**src/rtl/mac_layer_sequencer.sv**
```systemverilog
// Initiator-side sequencer for one dense layer of the neuron MAC. For each neuron it clears
// the accumulator, streams input/weight pairs, presents the bias and returns the result.
// Optional stall counter enabled by defining PERF_CNT_EN.
module mac_layer_sequencer #(
    parameter int N_INPUTS  = 8,
    parameter int N_NEURONS = 4,
    parameter int AW        = 8
) (
    input  logic          clk,
    input  logic          rst,
    input  logic          start,
    output logic          busy,
    output logic          done,
    output logic [AW-1:0] in_addr,
    output logic [AW-1:0] w_addr,
    output logic [AW-1:0] b_addr,
    input  logic [7:0]    in_data,
    input  logic [7:0]    w_data,
    input  logic [7:0]    b_data,
    output logic          mac_rst_acc,
    output logic          mac_ld_acc,
    output logic [7:0]    cur_input,
    output logic [7:0]    cur_weight,
    output logic [7:0]    cur_bias,
    input  logic [7:0]    mac_result,
    output logic          out_valid,
    input  logic          out_ready,
    output logic [7:0]    out_data,
    output logic [AW-1:0] out_idx
`ifdef PERF_CNT_EN
    ,
    output logic [15:0]   stall_cnt
`endif
);

    typedef enum logic [2:0] {S_IDLE, S_CLR, S_ACC, S_BIAS, S_OUT, S_DONE} state_t;

    localparam logic [AW-1:0] K_LAST = AW'(N_INPUTS - 1);
    localparam logic [AW-1:0] N_LAST = AW'(N_NEURONS - 1);
    localparam logic [AW-1:0] N_STEP = AW'(N_INPUTS);
    localparam logic [AW-1:0] ONE    = AW'(1);

    state_t        state_q, state_d;
    logic [AW-1:0] n_q, n_d, k_q, k_d, base_q, base_d;
    logic          busy_q, busy_d, done_q, done_d;
    logic          rst_acc_q, rst_acc_d, ld_acc_q, ld_acc_d, out_valid_q, out_valid_d;
    logic [AW-1:0] in_addr_q, in_addr_d, w_addr_q, w_addr_d, b_addr_q, b_addr_d;
    logic [7:0]    out_data_q, out_data_d;
    logic [AW-1:0] out_idx_q, out_idx_d;
`ifdef PERF_CNT_EN
    logic [15:0]   stall_q, stall_d;
`endif

    assign cur_input  = in_data;
    assign cur_weight = w_data;
    assign cur_bias   = b_data;

    always_comb begin
        // NOTE: every _d starts from a default so no path through this block infers a latch.
        state_d     = state_q;
        n_d         = n_q;
        k_d         = k_q;
        base_d      = base_q;
        busy_d      = busy_q;
        done_d      = 1'b0;
        rst_acc_d   = 1'b0;
        ld_acc_d    = 1'b0;
        out_valid_d = out_valid_q;
        in_addr_d   = in_addr_q;
        w_addr_d    = w_addr_q;
        b_addr_d    = b_addr_q;
        out_data_d  = out_data_q;
        out_idx_d   = out_idx_q;
`ifdef PERF_CNT_EN
        stall_d     = stall_q;
`endif
        unique case (state_q)
            S_IDLE: if (start) begin
                state_d   = S_CLR;
                n_d       = '0;
                base_d    = '0;
                busy_d    = 1'b1;
                rst_acc_d = 1'b1;
                in_addr_d = '0;
                w_addr_d  = '0;
`ifdef PERF_CNT_EN
                stall_d   = '0;
`endif
            end
            S_CLR: begin
                state_d  = S_ACC;
                k_d      = '0;
                ld_acc_d = 1'b1;
                if (K_LAST == '0) begin
                    b_addr_d = n_q;
                end else begin
                    in_addr_d = in_addr_q + ONE;
                    w_addr_d  = w_addr_q + ONE;
                end
            end
            // Addresses run one pair ahead of the data; the final ACC cycle fetches the bias.
            S_ACC: begin
                if (k_q == K_LAST) begin
                    state_d = S_BIAS;
                end else begin
                    k_d      = k_q + ONE;
                    ld_acc_d = 1'b1;
                    if (k_q + ONE == K_LAST) begin
                        b_addr_d = n_q;
                    end else begin
                        in_addr_d = in_addr_q + ONE;
                        w_addr_d  = w_addr_q + ONE;
                    end
                end
            end
            S_BIAS: begin
                state_d     = S_OUT;
                out_valid_d = 1'b1;
                out_data_d  = mac_result;
                out_idx_d   = n_q;
            end
            S_OUT: begin
                if (out_ready) begin
                    out_valid_d = 1'b0;
                    if (n_q == N_LAST) begin
                        state_d = S_DONE;
                        busy_d  = 1'b0;
                        done_d  = 1'b1;
                    end else begin
                        state_d   = S_CLR;
                        n_d       = n_q + ONE;
                        base_d    = base_q + N_STEP;
                        rst_acc_d = 1'b1;
                        in_addr_d = '0;
                        w_addr_d  = base_q + N_STEP;
                    end
                end
`ifdef PERF_CNT_EN
                else if (stall_q != 16'hFFFF) begin
                    stall_d = stall_q + 16'd1;
                end
`endif
            end
            S_DONE:  state_d = S_IDLE;
            default: state_d = S_IDLE;
        endcase
    end

    // NOTE: state is updated with non-blocking assignments so every flop samples pre-edge values.
    always_ff @(posedge clk) begin
        if (!rst) begin
            state_q     <= S_IDLE;
            n_q         <= '0;
            k_q         <= '0;
            base_q      <= '0;
            busy_q      <= 1'b0;
            done_q      <= 1'b0;
            rst_acc_q   <= 1'b0;
            ld_acc_q    <= 1'b0;
            out_valid_q <= 1'b0;
            in_addr_q   <= '0;
            w_addr_q    <= '0;
            b_addr_q    <= '0;
            out_data_q  <= '0;
            out_idx_q   <= '0;
`ifdef PERF_CNT_EN
            stall_q     <= '0;
`endif
        end else begin
            state_q     <= state_d;
            n_q         <= n_d;
            k_q         <= k_d;
            base_q      <= base_d;
            busy_q      <= busy_d;
            done_q      <= done_d;
            rst_acc_q   <= rst_acc_d;
            ld_acc_q    <= ld_acc_d;
            out_valid_q <= out_valid_d;
            in_addr_q   <= in_addr_d;
            w_addr_q    <= w_addr_d;
            b_addr_q    <= b_addr_d;
            out_data_q  <= out_data_d;
            out_idx_q   <= out_idx_d;
`ifdef PERF_CNT_EN
            stall_q     <= stall_d;
`endif
        end
    end

    assign busy        = busy_q;
    assign done        = done_q;
    assign mac_rst_acc = rst_acc_q;
    assign mac_ld_acc  = ld_acc_q;
    assign out_valid   = out_valid_q;
    assign in_addr     = in_addr_q;
    assign w_addr      = w_addr_q;
    assign b_addr      = b_addr_q;
    assign out_data    = out_data_q;
    assign out_idx     = out_idx_q;
`ifdef PERF_CNT_EN
    assign stall_cnt   = stall_q;
`endif

endmodule

```
**config.mk**
```make
export PLATFORM = sky130hd
export DESIGN_NAME = mac_layer_sequencer
export DESIGN_NICKNAME = d
export VERILOG_FILES = /design/src/rtl/mac_layer_sequencer.sv
export SDC_FILE = /design/constraint.sdc
export NUM_CORES = 1
export LEC_CHECK = 0
export ABC_AREA = 1
export BUFFER_PORTS_ARGS = -buffer_cell sky130_fd_sc_hd__buf_2
export CORE_MARGIN = 1
export CORE_UTILIZATION = 30
export CTS_BUF_LIST = sky130_fd_sc_hd__clkbuf_8 sky130_fd_sc_hd__clkbuf_16
export CTS_CLUSTER_DIAMETER = 200
export DETAILED_ROUTE_END_ITERATION = 8
export PLACE_DENSITY = 0.59
export SLEW_MARGIN = 10
export SYNTH_ARGS = -nofsm -noshare
export SYNTH_HDL_FRONTEND = slang
export SYNTH_SLANG_ARGS = --single-unit
```
**constraint.sdc**
```tcl
create_clock -name clk -period 2.65 [get_ports clk]
set_input_delay 0.1325 -clock clk [delete_from_list [all_inputs] [get_ports clk]]
set_output_delay 0.1325 -clock clk [all_outputs]
set_load 0.05 [all_outputs]
```
## Word level (Yosys, flattened, before mapping)

Cells that the tools add are included.

- Output and inout port bits: 69
- Register bits after elaboration: 72
- Bits of input ports: 36

- Eq/ne operators: 14
- Bitwise gates (word level): 1
- Reduce and logical (&&, ||, !) cells: 13
- Muxes and demuxes: 35
- Add/sub/neg operators: 5

Operators by type and width:

| operator | number |
|---|---|
| 8-bit 2-to-1 mux | 12 |
| 8-bit case mux with 4 select lines | 2 |
| 8-bit case mux with 2 select lines | 3 |
| 8-bit by 1-bit adder with 8-bit output (second input constant) | 4 |
| 8-bit by 3-bit equality test with 1-bit output (second input constant) | 2 |
| 3-bit case mux with 5 select lines | 1 |
| 2-bit != test (second input constant) | 7 |
| 3-bit 2-to-1 mux | 4 |
| 1-bit 2-to-1 mux | 9 |
| 3-bit AND reduction | 3 |
| 8-bit by 4-bit adder with 8-bit output (second input constant) | 1 |
| 8-bit by 2-bit equality test with 1-bit output (second input constant) | 1 |
| 1-bit case mux with 2 select lines | 4 |
| 4-bit AND reduction | 2 |
| 3-bit by 2-bit equality test with 1-bit output (second input constant) | 2 |
| 6-bit AND reduction | 1 |
| 2-bit nonzero test | 3 |
| 2-bit AND reduction | 2 |
| 4-bit nonzero test | 1 |
| 3-bit by 1-bit equality test with 1-bit output (second input constant) | 1 |
| 3-bit equality test (second input constant) | 1 |
| 3-bit zero test | 1 |
| 1-bit inverter | 1 |

## Depth between registers and ports, before layout

- Depth after elaboration: 5
- Mapped depth: 14

## Worst setup path after synthesis

No wires, ideal clock.

- Path kind: reg2reg
- Start: register in_addr_q[0] (netlist: in_addr[0])
- End: register in_addr_q[6] (netlist: in_addr[6])
- Path buffers: 0
- Cell stages (with the launch flop): 11
- Setup slack: 0.951 ns
- Setup time: 0.065 ns
- Period minus slack after synthesis: 1.699 ns
- Arrival time: 1.634 ns
- Path through: dfxtp_1 -> ha_1 -> nand2_1 -> inv_1 -> nand3_1 -> nor2_1 -> or2_2 -> nand3_1 -> nand3_1 -> nand2_1 -> nor2_1

- Longest elaborated chain between the ends: 4

Ends and longest elaborated chain:

| element | RTL line | RTL |
|---|---|---|
| start: declaration | 47 | `logic [AW-1:0] in_addr_q, in_addr_d, w_addr_q, w_addr_d, b_addr_q, b_addr_d;` |
| start signal: assignment | 179 | `in_addr_q <= in_addr_d;` |
| 8-bit by 1-bit adder with 8-bit output * | 97, 111 |  |
| 8-bit 2-to-1 mux | 108 | `if (k_q + ONE == K_LAST) begin` |
| 8-bit 2-to-1 mux | 103 | `if (k_q == K_LAST) begin` |
| 8-bit case mux with 4 select lines * | 77 | `unique case (state_q)` |

Every way passes the cells marked *; elsewhere a longest branch is shown, timed or not. The select of a mux whose other input is x is not followed.
A chain may end at the register's enable or synchronous reset.

## Final worst setup path

- Start: register k_q[1]
- End: register w_addr_q[7] (netlist: w_addr[7])

- Longest elaborated chain between the ends: 4
- Elaborated cells on any way between the ends: 6

Ends and longest elaborated chain:

| element | RTL line | RTL |
|---|---|---|
| start: declaration | 44 | `logic [AW-1:0] n_q, n_d, k_q, k_d, base_q, base_d;` |
| start signal: assignment | 172 | `k_q <= k_d;` |
| 8-bit by 1-bit adder with 8-bit output | 108 |  |
| 8-bit by 3-bit equality test with 1-bit output | 108 |  |
| 2-bit != test (no line) | - |  |
| 6-bit AND reduction (no line) * | - |  |
| end signal: assignment | 180 | `w_addr_q <= w_addr_d;` |
| end: declaration | 47 |  |

Every way passes the cells marked *; elsewhere a longest branch is shown, timed or not.

==> impl_metrics.yaml <==
timing:
  slew_viol_final: 0
  worst_clock_skew_ns: 0.00475
  period_share_pct: 76.7
  min_period_ns: 2.03
  setup_viol: 0
  relSlewSlack_pct: 62.9
  max_freq_mhz: 492
  rsz0062_at_grt: "no"
  tns_ns: 0
  worst_slew_pin_slew_ns: 0.554
  final_hold_viol_count: 0
synthesis:
  ys_types: 34
  synth.net_count: 544
  synth-simple-area-share_pct: 28.8
  ys.warnings.count: 0
  ys_seq_elements: 69
  synth-seq-area-share_pct: 39.6
  syn-instance-count: 502
  synthAdderAreaFrac_pct: 2.15
  synth_xor_xnor_area_share_pct: 1.76
  netlist_area_um2: 3490
  muxShareOfSynthArea_pct: 0
  synthFlopType: "dfxtp_1"
  synth-edff-count: 0
  synth_compound_area_share_pct: 14.4
  ys_async_sr_fraction_pct: 0
  avgSynthCellArea_um2: 6.95
  synth_top_family_by_area: "simple AND/OR/NAND/NOR gates"
floorplan:
  die_height_um: 110
  core.rowCount: 39
  die-area_um2: 12100
  ios: 105
  die_w_um: 110
  start_util_pct: 30.7
  core_area_um2: 11400
drt:
  vias: 3213
  ant_nets: 0
  drt_iter0_markers: 150
  drc: 0
  wl_mm: 8.12
  viasPerCell: 4.75
  wl_per_cell_um: 12.0
  dr.pass1.iters: 4
outcome:
  status: "finished clean"
global_route:
  grt_pass1_vias: 2916
  grt_usage_pct: 14.2
  antenna_found_initial: 0
  grt_pass1_wl_mm: 13.4
  grt_max_degree: 44
  grt_overflow: 0
clock_tree:
  postCtsSetupBuffers: 0
  cts.sinks: 69
  ctsLongestPathBuffers: 2
  clkTransAtPathRegs_ns: 0.06
  cts_buffers: 9
  ctsRootBufferMaster: "clkbuf_16"
  cts-hold-fix-buffers: 0
  clock_latency_ns: 0.33
  cts_tree: "yes"
  h-tree-depth: 3
  ctsResizeCount: 0
critical_path:
  cp_top_family: "simple AND/OR/NAND/NOR gates"
  cp-endpoint: "w_addr[7]$_SDFFE_PN0P_"
  ff2ff_setup_slack_ns: 0.62
  cp_common_cell: "nand2_1"
  rr_worst_depth: 11
  worstSetupEndpointType: "flip-flop"
  critPathMaxStageDelay_ns: 0.41
  crit_path_start_kind: "flip-flop"
  worst-path-max-fanout: 30
  arrival_ns: 2.30
  crit_chain: "ha_1, nand3_2, o21ai_1, nand2_1, nor2_1, nand2_1, nand2_1, nand2_2, nand3_1, nand2_1, nor2_1"
  crit_buf_inv: 0
  r2r-start: "k_q[1]$_SDFFE_PN0P_"
  critical-path-slowest-cell: "dfxtp_1"
  cp-startpoint: "k_q[1]$_SDFFE_PN0P_"
  path_depth: 11
  rr_endpoint: "w_addr[7]$_SDFFE_PN0P_"
  critPathRequiredTime_ns: 2.92
  worstSetupPathType: "reg2reg"
placement:
  numPortBuffers: 56
  finalWeightedCongestion: 0.837
  hpwl_mm: 5.61
power:
  vdd_drop_max_mv: 0.433
  p_per_area_nw_per_um2: 823
  leakagePower_nw: 1.77
finish:
  fillers: 1220
  num_antenna_cells: 0
  areaGrowthSynthToFinish_pct: 15.3
  fin_util_pct: 35.4
  finalNetCount: 570
  drive_gt1_share_pct: 17.8
flow_run:
  cap_violations: 0
worst_hold_path:
  worstHoldPathType: "in2reg"
[power by group]
group | switching (mW) | leakage (nW) | internal, mW | total, mW
Combinational | 0.584 | 1.04 | 0.214 | 0.797
Sequential | 0.0820 | 0.561 | 1.13 | 1.21
Clock | 0.456 | 0.164 | 0.849 | 1.30
Total | 1.12 | 1.77 | 2.19 | 3.31
[layout make-up]
| class | instances | area (µm²) | area share, % |
|---|---|---|---|
| Clock buffer | 10 | 239 | 5.94 |
| Clock inverter | 6 | 86.3 | 2.14 |
| Inverter | 48 | 180 | 4.48 |
| Multi-Input combinational cell | 340 | 1650 | 41.0 |
| Sequential cell | 69 | 1380 | 34.3 |
| Tap cell | 143 | 179 | 4.45 |
| Timing Repair Buffer | 60 | 310 | 7.71 |
[cells in the mapped netlist, types with 5 or more instances]
cell / n / area, µm²
clkbuf_1: 13 / 48.8
buf_2: 6 / 30.0
o21ai_0: 37 / 185
nand3_1: 35 / 175
dfxtp_1: 69 / 1380
inv_1: 46 / 173
nor2_1: 73 / 274
nor3_1: 10 / 50.1
nand2_1: 87 / 327
a21oi_1: 50 / 250
buf_4: 24 / 180
ha_1: 6 / 75.1
or2_2: 5 / 31.3
[cell usage in the layout (no fill, tap or decap)]
| master | synthesis | final |
|---|---|---|
| dfxtp_1 | 69 | 69 |
| nand3b_1 | 2 | 2 |
| nand3_2 | 2 | 2 |
| ha_1 | 6 | 6 |
| nand2_4 | 1 | 1 |
| buf_2 | 6 | 56 |
| nand3_1 | 35 | 35 |
| nor2_4 | 1 | 1 |
| clkbuf_16 | 0 | 9 |
| buf_4 | 24 | 4 |
| a21oi_2 | 1 | 1 |
| xor2_1 | 3 | 3 |
| nor3_2 | 1 | 1 |
| clkinv_1 | 1 | 1 |
| clkinv_4 | 0 | 1 |
| o21ai_1 | 1 | 1 |
| inv_6 | 0 | 1 |
| xnor2_1 | 4 | 4 |
| o31ai_1 | 1 | 1 |
| nor3_1 | 10 | 10 |
| o21ai_0 | 37 | 37 |
| a21oi_1 | 50 | 50 |
| nand2_1 | 87 | 87 |
| or2_2 | 5 | 5 |
| nor2_1 | 73 | 72 |
| o22ai_1 | 1 | 1 |
| nand4_1 | 4 | 4 |
| clkbuf_8 | 0 | 1 |
| nand2_2 | 4 | 4 |
| nor4_1 | 2 | 2 |
| inv_2 | 1 | 1 |
| inv_1 | 46 | 47 |
| nor2_2 | 3 | 4 |
| a31oi_1 | 3 | 3 |
| clkinv_2 | 0 | 1 |
| a21o_1 | 1 | 1 |
| o21bai_1 | 2 | 2 |
| bufinv_16 | 0 | 2 |
[routing by layer]
| metal | share of wire (%) | wire length, µm | global-route usage [%] |
|---|---|---|---|
| met4 | 0.87 | 71 | 4.00 |
| met5 | 0 | 0 | 0 |
| met2 | 47 | 3830 | 24.7 |
| met1 | 46 | 3760 | 16.5 |
| met3 | 5.6 | 455 | 4.68 |
[worst min-delay path by stage]
stage,slack [ns],cells after the start,startpoint,endpoint
3_3_place_gp,0.27,0,b_data[3],cur_bias[3]
6_report,0.02,3,mac_result[4],out_data[4]$_SDFFE_PN0P_
2_1_floorplan,0.27,2,mac_result[0],out_data[0]$_SDFFE_PN0P_
5_1_grt,0.02,3,mac_result[4],out_data[4]$_SDFFE_PN0P_
4_1_cts,0.02,3,mac_result[4],out_data[4]$_SDFFE_PN0P_
3_5_place_dp,0.27,0,b_data[3],cur_bias[3]
[cells by family (layout without fill, tap and decap cells)]
logic type / count (synthesis) / after routing
simple gates: 230 / 230
compound gates: 97 / 97
buf+inv: 93 / 124
flops: 69 / 69
xor+xnor: 7 / 7
fa+ha+maj: 6 / 6
[registers in the layout, indices dropped and copies added, names as in the netlist]
register	cells
k_q	8
busy	1
base_q	5
mac_rst_acc	1
state_q	3
out_valid	1
done	1
out_data	8
w_addr	8
out_idx	8
in_addr	8
n_q	8
mac_ld_acc	1
b_addr	8
[stage by stage]
stage | cell area [µm²] | total power, mW | hold WS [ns] | setup WS [ns] | std cells
2_1_floorplan | 3490 | 1.95 | 0.267 | 0.951 | 502
3_3_place_gp | 3700 | 2.02 | 0.265 | 0.652 | 660
3_5_place_dp | 3700 | 2.04 | 0.265 | 0.627 | 660
4_1_cts | 4030 | 3.36 | 0.0167 | 0.610 | 676
5_1_grt | 4030 | 3.48 | 0.0229 | 0.317 | 676
6_report | 4030 | 3.31 | 0.0231 | 0.617 | 676
[worst min-delay path: cells and delay by family]
family	cells	cell delay (ns)
AND/OR/NAND/NOR	2	0.11
buffers and inverters	1	0.07
Note: power is estimated with default switching activity, not from simulation.
